`config.mk`:
```
export PLATFORM = sky130hd
export DESIGN_NAME = booth_seq_mult
export DESIGN_NICKNAME = d
export VERILOG_FILES = /design/src/rtl/booth_seq_mult.sv
export SDC_FILE = /design/constraint.sdc
export NUM_CORES = 1
export LEC_CHECK = 0
export CORE_MARGIN = 5
export CORE_UTILIZATION = 45
export DETAILED_ROUTE_END_ITERATION = 10
export PLACE_DENSITY_LB_ADDON = 0.25
export SYNTH_ARGS = -nofsm -noshare
export SYNTH_HDL_FRONTEND = slang
export SYNTH_SLANG_ARGS = --single-unit
```
`constraint.sdc`:
```
create_clock -name clk -period 1.7 [get_ports clk]
set_input_delay 0.255 -clock clk [delete_from_list [all_inputs] [get_ports clk]]
set_output_delay 0.255 -clock clk [all_outputs]
set_load 0.02 [all_outputs]
```
`src/rtl/booth_seq_mult.sv`:
```
// Sequential radix-2 Booth multiplier: one signed WIDTH x WIDTH product every
// WIDTH+2 cycles, with a busy flag and a single-cycle done pulse.
module booth_seq_mult #(
  parameter int WIDTH = 4
) (
  input  logic               clk,
  input  logic               rst_n,
  input  logic               start,
  input  logic [WIDTH-1:0]   a,
  input  logic [WIDTH-1:0]   b,
  output logic               busy,
  output logic               done,
  output logic [2*WIDTH-1:0] product
);

  localparam int CW = $clog2(WIDTH + 1);

  typedef enum logic [1:0] {
    S_IDLE,
    S_RUN,
    S_DONE
  } state_t;

  state_t               state_q, state_d;
  logic [WIDTH:0]       m_q, m_d;
  logic [WIDTH:0]       acc_q, acc_d;
  logic [WIDTH-1:0]     q_q, q_d;
  logic                 q1_q, q1_d;
  logic [CW-1:0]        cnt_q, cnt_d;
  logic [2*WIDTH-1:0]   product_q, product_d;
  logic                 busy_q, busy_d;
  logic                 done_q, done_d;
  logic [WIDTH:0]       sum;

  // NOTE: always_comb uses blocking '=' with a default for every signal first,
  // so no latch is inferred and later statements see the updated values.
  always_comb begin
    state_d   = state_q;
    m_d       = m_q;
    acc_d     = acc_q;
    q_d       = q_q;
    q1_d      = q1_q;
    cnt_d     = cnt_q;
    product_d = product_q;
    sum       = acc_q;

    case (state_q)
      S_IDLE: begin
        if (start) begin
          m_d     = {a[WIDTH-1], a};
          acc_d   = '0;
          q_d     = b;
          q1_d    = 1'b0;
          cnt_d   = CW'(WIDTH);
          state_d = S_RUN;
        end
      end
      S_RUN: begin
        // The extra ACC bit keeps ACC-M in range when a is the most negative value.
        case ({q_q[0], q1_q})
          2'b01:   sum = acc_q + m_q;
          2'b10:   sum = acc_q + ~m_q + {{WIDTH{1'b0}}, 1'b1};
          default: sum = acc_q;
        endcase
        acc_d = {sum[WIDTH], sum[WIDTH:1]};
        q_d   = {sum[0], q_q[WIDTH-1:1]};
        q1_d  = q_q[0];
        cnt_d = cnt_q - CW'(1);
        if (cnt_q == CW'(1)) begin
          product_d = {acc_d[WIDTH-1:0], q_d};
          state_d   = S_DONE;
        end
      end
      S_DONE: begin
        state_d = S_IDLE;
      end
      default: begin
        state_d = S_IDLE;
      end
    endcase

    busy_d = (state_d == S_RUN);
    done_d = (state_d == S_DONE);
  end

  // NOTE: reset is sampled on the clock edge (synchronous), and sequential
  // state is only ever written with non-blocking '<='.
  always_ff @(posedge clk) begin
    if (!rst_n) begin
      state_q   <= S_IDLE;
      m_q       <= '0;
      acc_q     <= '0;
      q_q       <= '0;
      q1_q      <= 1'b0;
      cnt_q     <= '0;
      product_q <= '0;
      busy_q    <= 1'b0;
      done_q    <= 1'b0;
    end else begin
      state_q   <= state_d;
      m_q       <= m_d;
      acc_q     <= acc_d;
      q_q       <= q_d;
      q1_q      <= q1_d;
      cnt_q     <= cnt_d;
      product_q <= product_d;
      busy_q    <= busy_d;
      done_q    <= done_d;
    end
  end

  assign busy    = busy_q;
  assign done    = done_q;
  assign product = product_q;

endmodule

```
### Yosys cells after proc, flatten, opt, wreduce, memory -nomap -nowiden

Index checks and enable logic that the tools add are counted.

* register bits after elaboration: 29
* bits in latches: 0
* bits in writable memories: 0
* memory bits (read-only): 0
* input port bits: 11
* word-level logic and storage cells: 38
* memories kept: 0

* $add $sub $neg: 4
* multiply operators: 0
* divide/modulo/power cells: 0
* $lt $le $gt $ge: 0
* equality and inequality tests: 7
* shifts and indexed selects: 0
* muxes and demuxes: 12
* bitwise gates (word level): 1
* reduce and logical (&&, ||, !) cells: 5

Operator list (count)
* case mux 5 bit (2 select lines): 2
* adder 5 bit: 2
* case mux 4 bit (2 select lines): 1
* equality test 2 x 1 -> 1 bit, second input constant: 3
* case mux 3 bit (2 select lines): 1
* AND reduction 2 bit: 3
* adder 5 x 1 -> 5 bit, second input constant: 1
* two-way mux 5 bit: 1
* NOT 5 bit: 1
* equality test 2 bit, second input constant: 2
* two-way mux 2 bit: 2
* two-way mux 4 bit: 1
* case mux 2 bit (2 select lines): 1
* equality test 3 x 1 -> 1 bit, second input constant: 1
* two-way mux 3 bit: 1
* subtractor 3 x 1 -> 3 bit, second input constant: 1
* zero test 2 bit: 1
* != test 2 bit, second input constant: 1
* case mux 1 bit (2 select lines): 1
* nonzero test 2 bit: 1
* two-way mux 1 bit: 1

### Longest topological paths before layout

Gate-level depths: netlist of the first run.

* depth after elaboration: 5
* mapped depth: 8

### Worst setup path after synthesis of the first run

Ideal clock, no wire load.

* path type: register to register
* start: register acc_q[0]
* end: register acc_q[0]
* library setup time: 0.118 ns
* arrival time: 1.604 ns
* required time: 1.582 ns
* path slack: -0.023 ns
* cell stages (with the launch flop): 9
* cell sequence: dfxtp_1 -> inv_1 -> ha_1 -> fa_1 -> inv_1 -> a221oi_1 -> a21oi_1 -> a22oi_1 -> nor2b_1

* cells in the longest elaborated chain, start to end: 4

RTL lines
* start, declared: RTL line 26 `logic [WIDTH:0] acc_q, acc_d;`
* start signal, assigned: RTL line 92 `acc_q <= '0;`
* start signal, assigned: RTL line 102 `acc_q <= acc_d;`
* adder 5 bit: RTL line 62 `2'b10: sum = acc_q + ~m_q + {{WIDTH{1'b0}}, 1'b1};`
* adder 5 x 1 -> 5 bit: RTL line 62
* case mux 5 bit (2 select lines) (*): RTL line 60 `case ({q_q[0], q1_q})`
* case mux 5 bit (2 select lines) (*): RTL line 47 `case (state_q)`

Every way passes the cells marked *; elsewhere a longest branch is shown, timed or not.
A chain may end at the register's enable or synchronous reset.

### Worst setup path after layout of the first run

Ends and elaborated chain as after synthesis.

==> results_dict.tcl, run 1 <==
set metrics [dict create \
    timing.critical_path.to_type "flop" \
    antenna_found_initial 0 \
    pre_cts_ws_ps -96.8 \
    die-width_um 67.6 \
    syn-instance-count 176 \
    final.min_clock_period_ps 1800 \
    report.final.hold_viol_count 0 \
    tns_ps -133 \
    die-area_um2 4570 \
    peakVddDrop_mv 0.613 \
    fin_area_um2 1990 \
    grt.overflow.total 0 \
    placement.cell_area_um2 1820 \
    cts_hold_buf 0 \
    synth_fp_nets 201 \
    coreArea_um2 3280 \
    drt-pass1-iter-count 4 \
    num_antenna_cells 0 \
    place_inst 248 \
    grt_pass1_vias 1312 \
    clk_pin_slew_worst_paths_ps 150 \
    cts_tree "built" \
    die_height_um 67.6 \
    setup_viol 3 \
    grt_use_total_pct 16.6 \
    power.share.sequential_pct 47.8 \
    area_delta_synth_final_pct 33.5 \
    timing_max_transition_violations_final 0 \
    post-route-drc-count 0 \
    power.internal_mw 1.10 \
    ctsLongestPathBuffers 2 \
    commonest_non_fill_non_tap_cell_in_the_layout "nand2_1" \
    layout.cells.non_filler 252 \
    routabilityCongestion 0.900 \
    timing.critical_path.cells "inv_4 > ha_4 > fa_2 > inv_2 > a221oi_2 > a21oi_2 > a22oi_1 > nor2b_1" \
    io_pins 21 \
    initial_utilization_pct 45.5 \
    grt_start_max_net_pins 17 \
    fin_worst_skew_ps 2.67 \
    nNetsFinal 232 \
    synth.ff_latch_count 28 \
    post_drt_wl_per_cell_um 13.5 \
    post_synth_instance_area_um2 1490 \
    worstSetupStartpointType "flop" \
    fmaxAchievable_ghz 0.557 \
    worstMarginPinSlew_ps 485 \
    combinational_fraction_of_design_power_pct 23.2 \
    layout_worst_path_cycle_share_pct 106 \
    clock_sinks 28 \
    design_power_total_mw 1.51 \
    route.detailed.vias_per_inst 5.12 \
    post-dp-hpwl_mm 2.64 \
    cellLeakagePower_nw 0.771 \
    max-cap-violations 0 \
    via_count 1289 \
    worst_path_max_delay_cell "fa_2" \
    postLayoutSetupSlackWorst_ps -95.1 \
    crit_arrival_ps 2030 \
    asyncSetResetFlopFracSynth_pct 0 \
    max_slew_margin_pct 67.5 \
    syn_area_per_cell_um2 8.49 \
    p_sw_share_pct 27.4 \
    first_pass_grt_wire_length_mm 5.84 \
    worstSetupPathType "reg -> reg" \
    post-route-util_pct 60.7 \
    netSwitchingPower_uw 414 \
    cts-htree-levels 1 \
    power.density_nw_per_um2 757 \
    insertion_delay_ps 330 \
    synth_seq_area_share_pct 37.5 \
    yosysWarningCount 0 \
    worstPathRequired_ps 1940 \
    cts-buffers-inserted 3 \
    failed_checks "negative setup slack" \
    synth-edff-count 0 \
    grt_setup_unrepaired "yes" \
    final_routed_wirelength_across_all_metal_layers_mm 3.41 \
    cts_root_buffer "clkbuf_4" \
    io_buffer_count 20 \
    worst_hold_slack_ps 469 \
    run_status "finished with violations" \
    post_route_cells_drive_above_1_share_pct 23.8 \
    postSynth.topFlopCell "dfxtp_1" \
    cpPeakStageDelay_ps 520 \
    yosys.cell_types.count 37 \
    critical_path.max_fanout 3 \
    drtIter0Drc 49 \
    number_of_core_rows 21 \
    route.antenna.remaining_nets 0 \
    p_clk_share_pct 29.0 \
    layout_common_cells "nand2_1 (32), dfxtp_1 (23), clkdlybuf4s50_1 (20)" \
    post_cts_setup_buffers 0 \
    hold_path.class "reg -> reg" \
]
registers in the layout, indices dropped and copies added (netlist names):
signal and count:
q1_q 1, q_q 4, m_q 4, cnt_q 3, acc_q 4, state_q 2, product 8, busy 1
done 1
cell usage after synthesis, drive strengths merged, types with 2 or more instances:
cell,n,area (µm²)
o21ai,6,30.0
buf,2,16.3
clkbuf,5,18.8
mux2i,2,20.0
xor2,2,17.5
nand2,32,120
a22oi,4,30.0
a221oi,2,23.8
o221ai,3,26.3
dfxtp,28,561
nor2,11,43.8
nand2b,7,43.8
nand3,6,30.0
nor2b,5,31.3
and3,2,12.5
fa,2,40.0
a21boi,13,97.6
and2,4,26.3
a21oi,3,15.0
inv,15,56.3
ha,12,150
cells by family (layout without fill, tap and decap cells):
| logic type | after synthesis | in the layout | synth area share, % |
|---|---|---|---|
| AO/OA/AOI/OAI | 38 | 38 | 19.2 |
| XOR/XNOR | 2 | 2 | 1.17 |
| adder cells (fa/ha/maj) | 14 | 14 | 12.7 |
| buffers and inverters | 22 | 52 | 6.11 |
| flip-flops | 28 | 28 | 37.5 |
| multiplexers | 2 | 2 | 1.34 |
| AND/OR/NAND/NOR | 70 | 70 | 21.9 |
layer usage:
layer  part of all wire [%]  GRT usage, %  vias up
met3                    2.1          2.00        4
met5                      0             0        -
met4                    1.2          6.08        0
met2                     55          31.2       12
met1                     41          18.9      617
li1                       -             -      656
power groups by stage:
| stage | registers, mW | clock network (mW) | logic [mW] |
|---|---|---|---|
| floorplan | 0.735 | 0 | 0.200 |
| global placement | 0.733 | 0 | 0.302 |
| detailed placement | 0.734 | 0 | 0.315 |
| CTS | 0.722 | 0.446 | 0.333 |
| global route | 0.727 | 0.474 | 0.387 |
| finish | 0.721 | 0.438 | 0.350 |
worst max-delay path: cells and delay by family, from the launching register on:
| family | cells | cell delay, ps |
|---|---|---|
| adders and majority gates | 2 | 670 |
| AOI/OAI and AO/OA | 3 | 480 |
| DFF | 1 | 410 |
| buffers and inverters | 2 | 70 |
| and+or+nand+nor | 1 | 60 |
timing repair:
item	CTS	global route
endpoints found under the setup margin	8	9
gates resized for setup	11	21
pin swaps	4	8
worst paths after layout:
path / startpoint / slack, ps / endpoint / depth (start not counted)
worst min-delay path: product[5] / 470 / product[5] / 2
worst min register to register: product[5] / 470 / product[5] / 2
worst max register to register: acc_q[0] / -100 / acc_q[0] / 8
worst max-delay path: acc_q[0] / -100 / acc_q[0] / 8
area by class of cell:
class / count / area, µm²
clock inverters: 1 / 30.0
fillers: 290 / 1290
inverters: 15 / 61.3
repair buffers: 33 / 298
flip-flops and latches: 28 / 577
multi-input cells: 126 / 948
well taps: 46 / 57.6
clock buffers: 3 / 22.5
No activity file was read; power rests on OpenSTA's default activity.
==> inputs of run 2 (changes only) <==
- CORE_UTILIZATION: 45 -> 48
==> results_dict.tcl, run 2 (synthesized netlist as in run 1, its figures left out) <==
set metrics [dict create \
    route.antenna.remaining_nets 0 \
    final_routed_wirelength_across_all_metal_layers_mm 3.37 \
    fin_worst_skew_ps 4.22 \
    routabilityCongestion 0.816 \
    first_pass_grt_wire_length_mm 5.64 \
    run_status "finished with violations" \
    cpPeakStageDelay_ps 520 \
    layout_worst_path_cycle_share_pct 103 \
    post-route-util_pct 65.6 \
    max-cap-violations 0 \
    timing.critical_path.to_type "flop" \
    coreArea_um2 3030 \
    area_delta_synth_final_pct 33.0 \
    cts_root_buffer "clkbuf_4" \
    cp_num_buf_inv 2 \
    critical-path-top-delay-family "adder cells" \
    grt_pass1_vias 1281 \
    cts_hold_buf 0 \
    tns_ps -59.1 \
    worst_path_max_delay_cell "fa_2" \
    timing_max_transition_violations_final 0 \
    grt_setup_unrepaired "yes" \
    failed_checks "negative setup slack" \
    nNetsFinal 233 \
    drt-pass1-iter-count 4 \
    postLayoutSetupSlackWorst_ps -59.1 \
    die_height_um 65.8 \
    ctsLongestPathBuffers 2 \
    clk_pin_slew_worst_paths_ps 150 \
    worstSetupPathType "reg -> reg" \
    route.detailed.vias_per_inst 5.08 \
    cts-buffers-inserted 3 \
    insertion_delay_ps 320 \
    crit_arrival_ps 1980 \
    peakVddDrop_mv 0.634 \
    worstSetupStartpointType "flop" \
    hold_path.class "reg -> reg" \
    fmaxAchievable_ghz 0.568 \
    critical_path.max_fanout 3 \
    initial_utilization_pct 49.3 \
    power.internal_mw 1.10 \
    post_drt_wl_per_cell_um 13.4 \
    max_slew_margin_pct 77.4 \
    grt.overflow.total 0 \
    die-area_um2 4330 \
    post-route-drc-count 0 \
    num_antenna_cells 0 \
    pre_cts_ws_ps -102 \
    power.share.sequential_pct 48.1 \
    via_count 1275 \
    p_clk_share_pct 28.5 \
    io_buffer_count 20 \
    io_pins 21 \
    cts_tree "built" \
    largest_reg_flops 8 \
    grt_start_max_net_pins 29 \
    combinational_fraction_of_design_power_pct 23.4 \
    post-dp-hpwl_mm 2.50 \
    power.density_nw_per_um2 753 \
    commonest_non_fill_non_tap_cell_in_the_layout "nand2_1" \
    number_of_core_rows 20 \
    worstPathRequired_ps 1920 \
    layout_common_cells "nand2_1 (32), dfxtp_1 (23), clkdlybuf4s50_1 (20)" \
    final.min_clock_period_ps 1760 \
    cts-htree-levels 1 \
    post_route_cells_drive_above_1_share_pct 22.2 \
    cellLeakagePower_nw 0.782 \
    netSwitchingPower_uw 397 \
    timing.critical_path.cells "inv_4 > ha_4 > fa_2 > inv_2 > a221oi_2 > a21oi_2 > a22oi_1 > nor2b_1" \
    die-width_um 65.8 \
    report.final.hold_viol_count 0 \
    drtIter0Drc 72 \
    antenna_found_initial 0 \
    setup_viol 1 \
    worstMarginPinSlew_ps 338 \
    p_sw_share_pct 26.5 \
    grt_use_total_pct 16.4 \
    clock_sinks 28 \
]
==> run 2: cell count changes in the layout (fill, tap and decap cells not counted), sizes merged <==
cell	delta
buf	+1
==> run 2: layout make-up <==
class,count,area (µm²)
fillers,261,1040
multi-input cells,126,928
flip-flops and latches,28,574
repair buffers,34,318
inverters,15,58.8
well taps,44,55.1
clock inverters,1,30.0
clock buffers,3,22.5
==> run 2: through the flow <==
step / cell area, µm² / instances / hold slack, ps / power, mW
after global placement: 1820 / 245 / 442 / 1.04
after detailed placement: 1820 / 245 / 448 / 1.05
after floorplan: 1500 / 176 / 400 / 0.936
after global routing: 1990 / 251 / 470 / 1.58
final: 1990 / 251 / 464 / 1.50
after CTS: 1910 / 250 / 467 / 1.49
==> run 2: power by group through the flow <==
stage	clock network, mW	logic, mW	registers (mW)
detailed placement	0	0.313	0.734
floorplan	0	0.200	0.735
finish	0.426	0.350	0.721
global route	0.473	0.384	0.727
CTS	0.443	0.324	0.720
global placement	0	0.304	0.732
==> run 2: worst min-delay path: stages (launching register included) <==
cell      delay, ps
dfxtp_1         340
nand2_1          50
a21boi_1         50
==> run 2: worst paths after layout <==
kind / start / endpoint / slack (ps) / depth (start not counted)
min: product[4] / product[4] / 460 / 2
max reg2reg: acc_q[0] / acc_q[0] / -60 / 8
min reg2reg: product[4] / product[4] / 460 / 2
max: acc_q[0] / acc_q[0] / -60 / 8
==> run 2: metal layers <==
layer,vias to the layer above,share of wire (%),track usage [%]
met3,6,2.7,2.72
met2,21,52,28.5
met4,0,1.8,6.22
li1,654,-,-
met1,594,43,19.9
met5,-,0,0
==> run 2: repair_timing <==
| item | CTS | global route |
|---|---|---|
| buffers inserted | 1 | 1 |
| setup endpoints to repair | 8 | 9 |
| pin swaps | 2 | 7 |
| gates resized for setup | 10 | 17 |
| cloned | 0 | 0 |
